--- config.mk ---
export PLATFORM = sky130hd
export DESIGN_NAME = counter_ctrl
export DESIGN_NICKNAME = d
export VERILOG_FILES = /design/src/rtl/counter_ctrl_pkg.sv /design/src/rtl/counter_ctrl_timer.sv /design/src/rtl/counter_ctrl.sv
export SDC_FILE = /design/constraint.sdc
export NUM_CORES = 1
export LEC_CHECK = 0
export ABC_AREA = 1
export BUFFER_PORTS_ARGS = -buffer_cell sky130_fd_sc_hd__buf_2
export CAP_MARGIN = 20
export CORE_UTILIZATION = 50
export DETAILED_ROUTE_END_ITERATION = 6
export PLACE_DENSITY = 0.76
export SYNTH_ARGS = -nofsm -noshare
export SYNTH_HDL_FRONTEND = slang
export SYNTH_SLANG_ARGS = --single-unit
--- constraint.sdc ---
create_clock -name clk -period 1.4 [get_ports clk]
set_input_delay 0.28 -clock clk [delete_from_list [all_inputs] [get_ports clk]]
set_output_delay 0.28 -clock clk [all_outputs]
set_load 0.03 [all_outputs]
--- src/rtl/counter_ctrl_pkg.sv ---
// Shared types and encodings for the counter_ctrl sequencer.
package counter_ctrl_pkg;

    typedef enum logic [1:0] {
        StIdle,
        StRun,
        StDwell
    } state_e;

    // cnt_ent codes understood by up_counter
    localparam logic [1:0] CNT_UP   = 2'b10;
    localparam logic [1:0] CNT_DN   = 2'b01;
    localparam logic [1:0] CNT_HOLD = 2'b00;

    // Completion status reported alongside done
    localparam logic [1:0] ST_OK      = 2'b00;
    localparam logic [1:0] ST_ABORT   = 2'b01;
    localparam logic [1:0] ST_TIMEOUT = 2'b10;

    function automatic int unsigned max_w(input int unsigned a, input int unsigned b);
        return (a > b) ? a : b;
    endfunction

endpackage

--- src/rtl/counter_ctrl_timer.sv ---
// Loadable down-counter with a zero flag; shared by the dwell hold and the RUN timeout.
module counter_ctrl_timer #(
    parameter int unsigned W = 8
) (
    input  logic         clk,
    input  logic         rst,
    input  logic         load,
    input  logic [W-1:0] load_val,
    input  logic         dec,
    output logic         zero
);

    logic [W-1:0] val_q;

    // Load has priority over decrement; the count saturates at zero
    always_ff @(posedge clk) begin
        if (!rst) begin
            val_q <= '0;
        end else if (load) begin
            val_q <= load_val;
        end else if (dec && (val_q != '0)) begin
            val_q <= val_q - 1'b1;
        end
    end

    assign zero = (val_q == '0);

endmodule

--- src/rtl/counter_ctrl.sv ---
// Command-driven sequencer for up_counter: steps cnt_ent until cnt hits the target,
// holds for the dwell time, then pulses done with a status code.
// Optional RUN timeout enabled by defining CNT_CTRL_TIMEOUT_EN.
module counter_ctrl
    import counter_ctrl_pkg::*;
#(
    parameter int unsigned CNT_W   = 6,
    parameter int unsigned DWELL_W = 8,
    parameter int unsigned TIMEOUT = 80
) (
    input  logic               clk,
    input  logic               rst,
    input  logic               cmd_valid,
    output logic               cmd_ready,
    input  logic               cmd_dir,
    input  logic [CNT_W-1:0]   cmd_target,
    input  logic [DWELL_W-1:0] cmd_dwell,
    input  logic               abort,
    input  logic [CNT_W-1:0]   cnt,
    output logic [1:0]         cnt_ent,
    output logic               busy,
    output logic               done,
    output logic [1:0]         status
);

    // Wide enough for either a dwell value or the RUN timeout
    localparam int unsigned TMR_W = max_w(DWELL_W, $clog2(TIMEOUT));

    state_e               state_q, state_d;
    logic                 dir_q;
    logic [CNT_W-1:0]     target_q;
    logic [DWELL_W-1:0]   dwell_q;
    logic                 done_q, done_d;
    logic [1:0]           status_q, status_d;

    logic                 accept;
    logic                 at_target;
    logic                 timeout_hit;
    logic                 tmr_load;
    logic [TMR_W-1:0]     tmr_val;
    logic                 tmr_dec;
    logic                 tmr_zero;

    assign cmd_ready = (state_q == StIdle) && rst;
    assign accept    = cmd_valid && cmd_ready;
    assign at_target = (cnt == target_q);
    assign busy      = (state_q == StRun) || (state_q == StDwell);
    assign done      = done_q;
    assign status    = status_q;

`ifdef CNT_CTRL_TIMEOUT_EN
    assign timeout_hit = (state_q == StRun) && tmr_zero;
`else
    assign timeout_hit = 1'b0;
`endif

    counter_ctrl_timer #(
        .W (TMR_W)
    ) u_timer (
        .clk      (clk),
        .rst      (rst),
        .load     (tmr_load),
        .load_val (tmr_val),
        .dec      (tmr_dec),
        .zero     (tmr_zero)
    );

    // State, completion pulse and latched command fields
    always_ff @(posedge clk) begin
        if (!rst) begin
            state_q  <= StIdle;
            done_q   <= 1'b0;
            status_q <= ST_OK;
            dir_q    <= 1'b0;
            target_q <= '0;
            dwell_q  <= '0;
        end else begin
            state_q  <= state_d;
            done_q   <= done_d;
            status_q <= status_d;
            if (accept) begin
                dir_q    <= cmd_dir;
                target_q <= cmd_target;
                dwell_q  <= cmd_dwell;
            end
        end
    end

    // Next state, counter enable and timer control; target beats abort beats timeout
    always_comb begin
        state_d  = state_q;
        done_d   = 1'b0;
        status_d = ST_OK;
        cnt_ent  = CNT_HOLD;
        tmr_load = 1'b0;
        tmr_val  = '0;
        tmr_dec  = 1'b0;
        unique case (state_q)
            StIdle: begin
                if (accept) begin
                    state_d = StRun;
`ifdef CNT_CTRL_TIMEOUT_EN
                    tmr_load = 1'b1;
                    tmr_val  = TMR_W'(TIMEOUT - 1);
`endif
                end
            end
            StRun: begin
                if (at_target) begin
                    if (dwell_q != '0) begin
                        state_d  = StDwell;
                        tmr_load = 1'b1;
                        // Loaded with dwell-1 so zero is reached on the last dwell cycle
                        tmr_val  = TMR_W'(dwell_q - 1'b1);
                    end else begin
                        state_d = StIdle;
                        done_d  = 1'b1;
                    end
                end else if (abort) begin
                    state_d  = StIdle;
                    done_d   = 1'b1;
                    status_d = ST_ABORT;
                end else if (timeout_hit) begin
                    state_d  = StIdle;
                    done_d   = 1'b1;
                    status_d = ST_TIMEOUT;
                end else begin
                    cnt_ent = dir_q ? CNT_UP : CNT_DN;
`ifdef CNT_CTRL_TIMEOUT_EN
                    tmr_dec = 1'b1;
`endif
                end
            end
            StDwell: begin
                if (tmr_zero) begin
                    state_d = StIdle;
                    done_d  = 1'b1;
                end else if (abort) begin
                    state_d  = StIdle;
                    done_d   = 1'b1;
                    status_d = ST_ABORT;
                end else begin
                    tmr_dec = 1'b1;
                end
            end
            default: state_d = StIdle;
        endcase
        // Never move the counter on the edge that resets the controller
        if (!rst) begin
            cnt_ent = CNT_HOLD;
        end
    end

endmodule

* Yosys cells after proc, flatten, opt, wreduce, memory -nomap -nowiden
Cells that the tools add are included.
W data, S select, Z words.
** Storage, ports and cells
- Bits in registers :: 28
- Bits of input ports :: 25
- Output and inout port bits :: 7
** Cells by class
- $add $sub $neg :: 2
- Eq/ne operators :: 4
- Mux-type cells :: 31
- Reduce and logical (&&, ||, !) cells :: 9
** Operators with widths (count)
- $mux W8 :: 5
- $mux W2 :: 10
- $reduce_bool A8 Y1 :: 2
- $sub A8 B1 Y8 const B :: 2
- $mux W1 :: 13
- $logic_not A8 Y1 :: 1
- $eq A6 B6 Y1 :: 1
- $pmux W2 S3 :: 1
- $pmux W1 S2 :: 2
- $logic_and A1 B1 Y1 :: 3
- $eq A2 B1 Y1 const B :: 1
- $eq A2 B2 Y1 const B :: 1
- $logic_not A2 Y1 :: 1
- $ne A2 B2 Y1 const B :: 1
- $reduce_bool A2 Y1 :: 1
- $logic_or A1 B1 Y1 :: 1

* Longest topological paths before layout
- Word-level depth :: 6
- Gate-level depth with buffers :: 12
- Mapped depth without buffers :: 11

* Cells and area by module
A second synthesis with hierarchy kept.
** Unflattened totals
- Cell total of the unflattened synthesis :: 278
- Area, all modules :: 1764.2 sq um
** By module, submodules not included
- counter_ctrl :: times used 1, cells each 174, area an instance 1163.6 sq um, seq. area each 380.4 sq um
- counter_ctrl_timer :: times used 1, cells each 104, area an instance 600.6 sq um, seq. area each 160.2 sq um

* Least setup slack after synthesis
Ideal clock, no wire load.
- Path type :: flip-flop to output port
- Start point :: reg state_q[1]
- End point :: out cnt_ent[0]
- Arrival time :: 1.186 ns
- Setup slack :: -0.066 ns
- Stages on the path, launching flop included :: 7
- Buffers on the path :: 0
- Cells stage by stage :: dfxtp_1 inv_1 ha_1 nand2_1 nor3_1 nand2_1 inv_1
** Between the ends
- Word-level cells in the longest chain between the ends :: 3
** RTL lines
- from (decl) :: RTL line counter_ctrl.sv:29 : state_e state_q, state_d;
- from (signal assigned) :: RTL line counter_ctrl.sv:71 : state_q <= StIdle;
- from (signal assigned) :: RTL line counter_ctrl.sv:78 : state_q <= state_d;
- $eq A2 B1 Y1 :: RTL line counter_ctrl.sv:98 : unique case (state_q)
- $mux W2 :: RTL line counter_ctrl.sv:98
- $mux W2 :: RTL line counter_ctrl.sv:149 : if (!rst) begin
- to (decl) :: RTL line counter_ctrl.sv:20 : output logic [1:0] cnt_ent,
No other way between the ends.

* Final worst setup path
- Start point :: reg target_q[4]
- End point :: out cnt_ent[1]
** Between the ends
- Word-level cells in the longest chain between the ends :: 4
** RTL lines
- from (decl) :: RTL line counter_ctrl.sv:31 : logic [CNT_W-1:0] target_q;
- from (signal assigned) :: RTL line counter_ctrl.sv:83 : target_q <= cmd_target;
- $eq A6 B6 Y1 :: RTL line counter_ctrl.sv:46 : assign at_target = (cnt == target_q);
- $mux W2 :: RTL line counter_ctrl.sv:109 : if (at_target) begin
- $mux W2 :: RTL line counter_ctrl.sv:98
- $mux W2 :: RTL line counter_ctrl.sv:149
No other way between the ends.

==> results by group <==
Floorplan
  – Floorplan row count: 21
  – Chip Width: 61.0 um
  – Number of primary I/O pins: 32
  – Die area: 3720 sq um
  – Starting density of the core: 52.2%
  – Chip height: 61.0 um
  – Area inside the core boundary: 3340 sq um

Setup path
  – Cell with the largest stage delay on the worst path: sky130_fd_sc_hd__dfxtp_2
  – Crit path max fanout: 2
  – Cell chain of the critical path: inv_2 > nand2_1 > nand2_1 > nor2_2 > nand3_2 > nand2_2 > nor3_4 > nand2_1 > inv_2 > buf_6
  – Data required time at the worst endpoint: 1.12 ns
  – Arrival time worst endpoint: 1.60 ns
  – Largest stage delay on the critical path: 0.39 ns
  – Critical Setup Path Class: reg2out
  – Kind of capture point of the worst setup path: primary output
  – Top cell by count, worst path: sky130_fd_sc_hd__nand2_1
  – Nature of the critical path startpoint: flip-flop

STA
  – Final critical delay including setup and external delays: 1.88 ns
  – RSZ-0062 raised after global routing: true
  – Post-layout worst setup margin: -0.485 ns
  – Hold Worst Slack: 0.105 ns
  – Endpoints failing hold: 0
  – # setup viols final: 27
  – Share of the clock period used by the worst path: 135%
  – FMAX: 531 MHz
  – Total count of max-transition violations in the final report: 0
  – Maximum clock skew at final layout: 0.0117 ns
  – Final TNS setup: -4.50 ns

Finish
  – Final instance area: 2780 sq um
  – Proportion of layout cells with a drive suffix above 1: 52.9%
  – Total area of sequential cells: 551 sq um
  – Area overhead of the layout relative to synthesis: 59.3%
  – Number of nets in the final layout: 376
  – Count of filler cells inserted in the layout: 191
  – Layout Cells excl Fill: 388
  – Multi-input combinational cell area: 1280 sq um
  – Antenna cells: 0

Clocking
  – Hold-fix buffers, CTS: 0
  – Clock transition at the registers of the reported paths: 0.17 ns
  – Later-pin clock latency in the skew report: 0.36 ns
  – Total clock buffers created by CTS: 3
  – Number of buffers on the longest clock path: 2
  – Number of clock sinks seen by CTS: 27
  – CTS HTree Levels: 1
  – TritonCTS clock tree: built
  – CTS root buf: sky130_fd_sc_hd__clkbuf_4

Yosys
  – Yosys top cell by area: sky130_fd_sc_hd__dfxtp_1
  – Top cells by area in the synthesized netlist: sky130_fd_sc_hd__dfxtp_1, sky130_fd_sc_hd__nand2_1, sky130_fd_sc_hd__inv_1
  – Mapped Avg Cell Area: 6.67 sq um
  – Most frequently used cell type in the post-synthesis netlist: sky130_fd_sc_hd__nand2_1
  – Top cells by count, synth: sky130_fd_sc_hd__nand2_1, sky130_fd_sc_hd__inv_1, sky130_fd_sc_hd__dfxtp_1
  – Share of flip-flops with an asynchronous set or reset: 0%
  – Number of warning messages in the yosys log: 0
  – Post-synth EDFFs: 0
  – Post-synthesis instance area: 1740 sq um
  – Synth unique cells: 26
  – #FFs+latches synth: 27
  – Top FF cell, synth: sky130_fd_sc_hd__dfxtp_1
  – Synthesized Nets: 294
  – Seq/Total Area, Yosys: 31.0%
  – Fraction of post-synthesis cell area in the top cell type by area: 31.0%
  – Number of instances in the synthesized netlist: 261

Power and ir drop
  – Total power per unit cell area: 805 nW/um^2
  – Static power due to leakage: 0.00133 uW
  – PnR Total Power: 2230 uW
  – Worst vdd ir: 591 uV

Global routing
  – Maximum number of pins on one net before global-route repair: 31
  – Via count of the first global-routing pass: 1834
  – Overall Global Routing Usage: 27.6%
  – Number of antenna violations at the first check in global routing: 0
  – Grt ovf: 0
  – Wire length of the first global-routing pass: 7630 um

Outcome
  – Violated checks: negative setup slack
  – Run status: complete, but fails checks

Place
  – Weighted congestion at the end of routability-driven global placement: 0.837
  – Post-DP Area: 2200 sq um
  – Total of buffers placed on input and output ports: 30
  – DP HPWL: 2850 um
  – Post-Place Cells: 364

Hold path
  – Path category of the worst min-delay check: in2reg

Detailed routing
  – Average wire per cell in the routed design: 16.7 um
  – Antenna-violating nets left: 0
  – Initial DRC Count: 156
  – DRC Markers: 0
  – Total iterations of the first detailed-routing run: 4
  – Final wirelength: 6480 um
  – Total via count after detailed routing: 2078
  – Average vias per placed instance: 5.36

Job
  – Count of max-cap constraint violations: 0
-- sequential cells by signal, summed over array words and instances, names as in the netlist --
| register | cells |
|---|---|
| dwell_q | 8 |
| done | 1 |
| u_timer.val_q | 8 |
| state_q | 2 |
| status | 1 |
| dir_q | 1 |
| target_q | 6 |
-- worst max-delay path: cells and delay by family, from the launching register on --
kind | cells | cell delay, ns
flip-flops | 1 | 0.39
buffers and inverters | 3 | 0.24
AND/OR/NAND/NOR | 7 | 0.61
-- report_power, final --
group	internal (uW)	switching, uW	leakage [uW]
combinational	451	534	0.00109
sequential	825	38.2	0.000224
clock	108	276	0.0000177
total	1380	848	0.00133
-- path summary, 6_finish.rpt --
path,startpoint,end,slack [ns],depth (start not counted)
max,target_q[4]$_SDFFE_PN0P_,cnt_ent[1],-0.48,10
max reg2reg,target_q[0]$_SDFFE_PN0P_,status[0]$_SDFF_PN0_,-0.36,13
min,cmd_target[1],target_q[1]$_SDFFE_PN0P_,0.11,3
min reg2reg,u_timer.val_q[5]$_SDFFE_PN0P_,u_timer.val_q[5]$_SDFFE_PN0P_,0.51,2
-- routing by layer --
metal | GRT usage (%) | vias up | part of all wire (%)
met4 | 9.42 | 0 | 5.1
li1 | - | 978 | -
met5 | 0 | - | 0
met2 | 51.4 | 111 | 52
met1 | 33.0 | 956 | 38
met3 | 2.52 | 33 | 5.7
-- cells in the final DEF (no fill, tap or decap), types with 8 or more instances in the layout --
| cell type | count |
|---|---|
| sky130_fd_sc_hd__nand2_1 | 50 |
| sky130_fd_sc_hd__nand3_1 | 11 |
| sky130_fd_sc_hd__inv_1 | 29 |
| sky130_fd_sc_hd__nor2_1 | 19 |
| sky130_fd_sc_hd__xor2_1 | 12 |
| sky130_fd_sc_hd__buf_6 | 13 |
| sky130_fd_sc_hd__dfxtp_1 | 19 |
| sky130_fd_sc_hd__nand2_2 | 23 |
| sky130_fd_sc_hd__buf_4 | 42 |
| sky130_fd_sc_hd__buf_2 | 26 |
| sky130_fd_sc_hd__dfxtp_2 | 8 |
| sky130_fd_sc_hd__inv_2 | 13 |
-- area by class of cell --
cell class	instances	area share, %
repair buffers	86	25.1
inverters	43	5.91
clock buffers	3	0.812
multi-input cells	182	46.1
well taps	46	2.07
flip-flops and latches	27	19.8
clock inverters	1	0.180
-- repair_timing --
item	CTS	global route
resized for setup	44	66
setup endpoints to repair	13	31
setup buffers	13	5
cloned	0	3
pin swaps	15	13
-- cells by family after synthesis --
group	Yosys count	synth area share (%)
flops	27	31.0
fa+ha+maj	8	5.75
simple gates	128	31.5
buf+inv	52	12.4
compound gates	33	13.1
other cells	1	0.215
xor+xnor	12	6.03
-- stage by stage --
step / setup slack (ns) / util (%)
after floorplan: 0.0137 / -
final: -0.485 / 83.2
after CTS: -0.371 / 73.0
after detailed placement: -0.171 / 65.8
after global placement: -0.138 / 65.8
after global routing: -0.528 / 83.2
No activity file was read; power rests on OpenSTA's default activity.
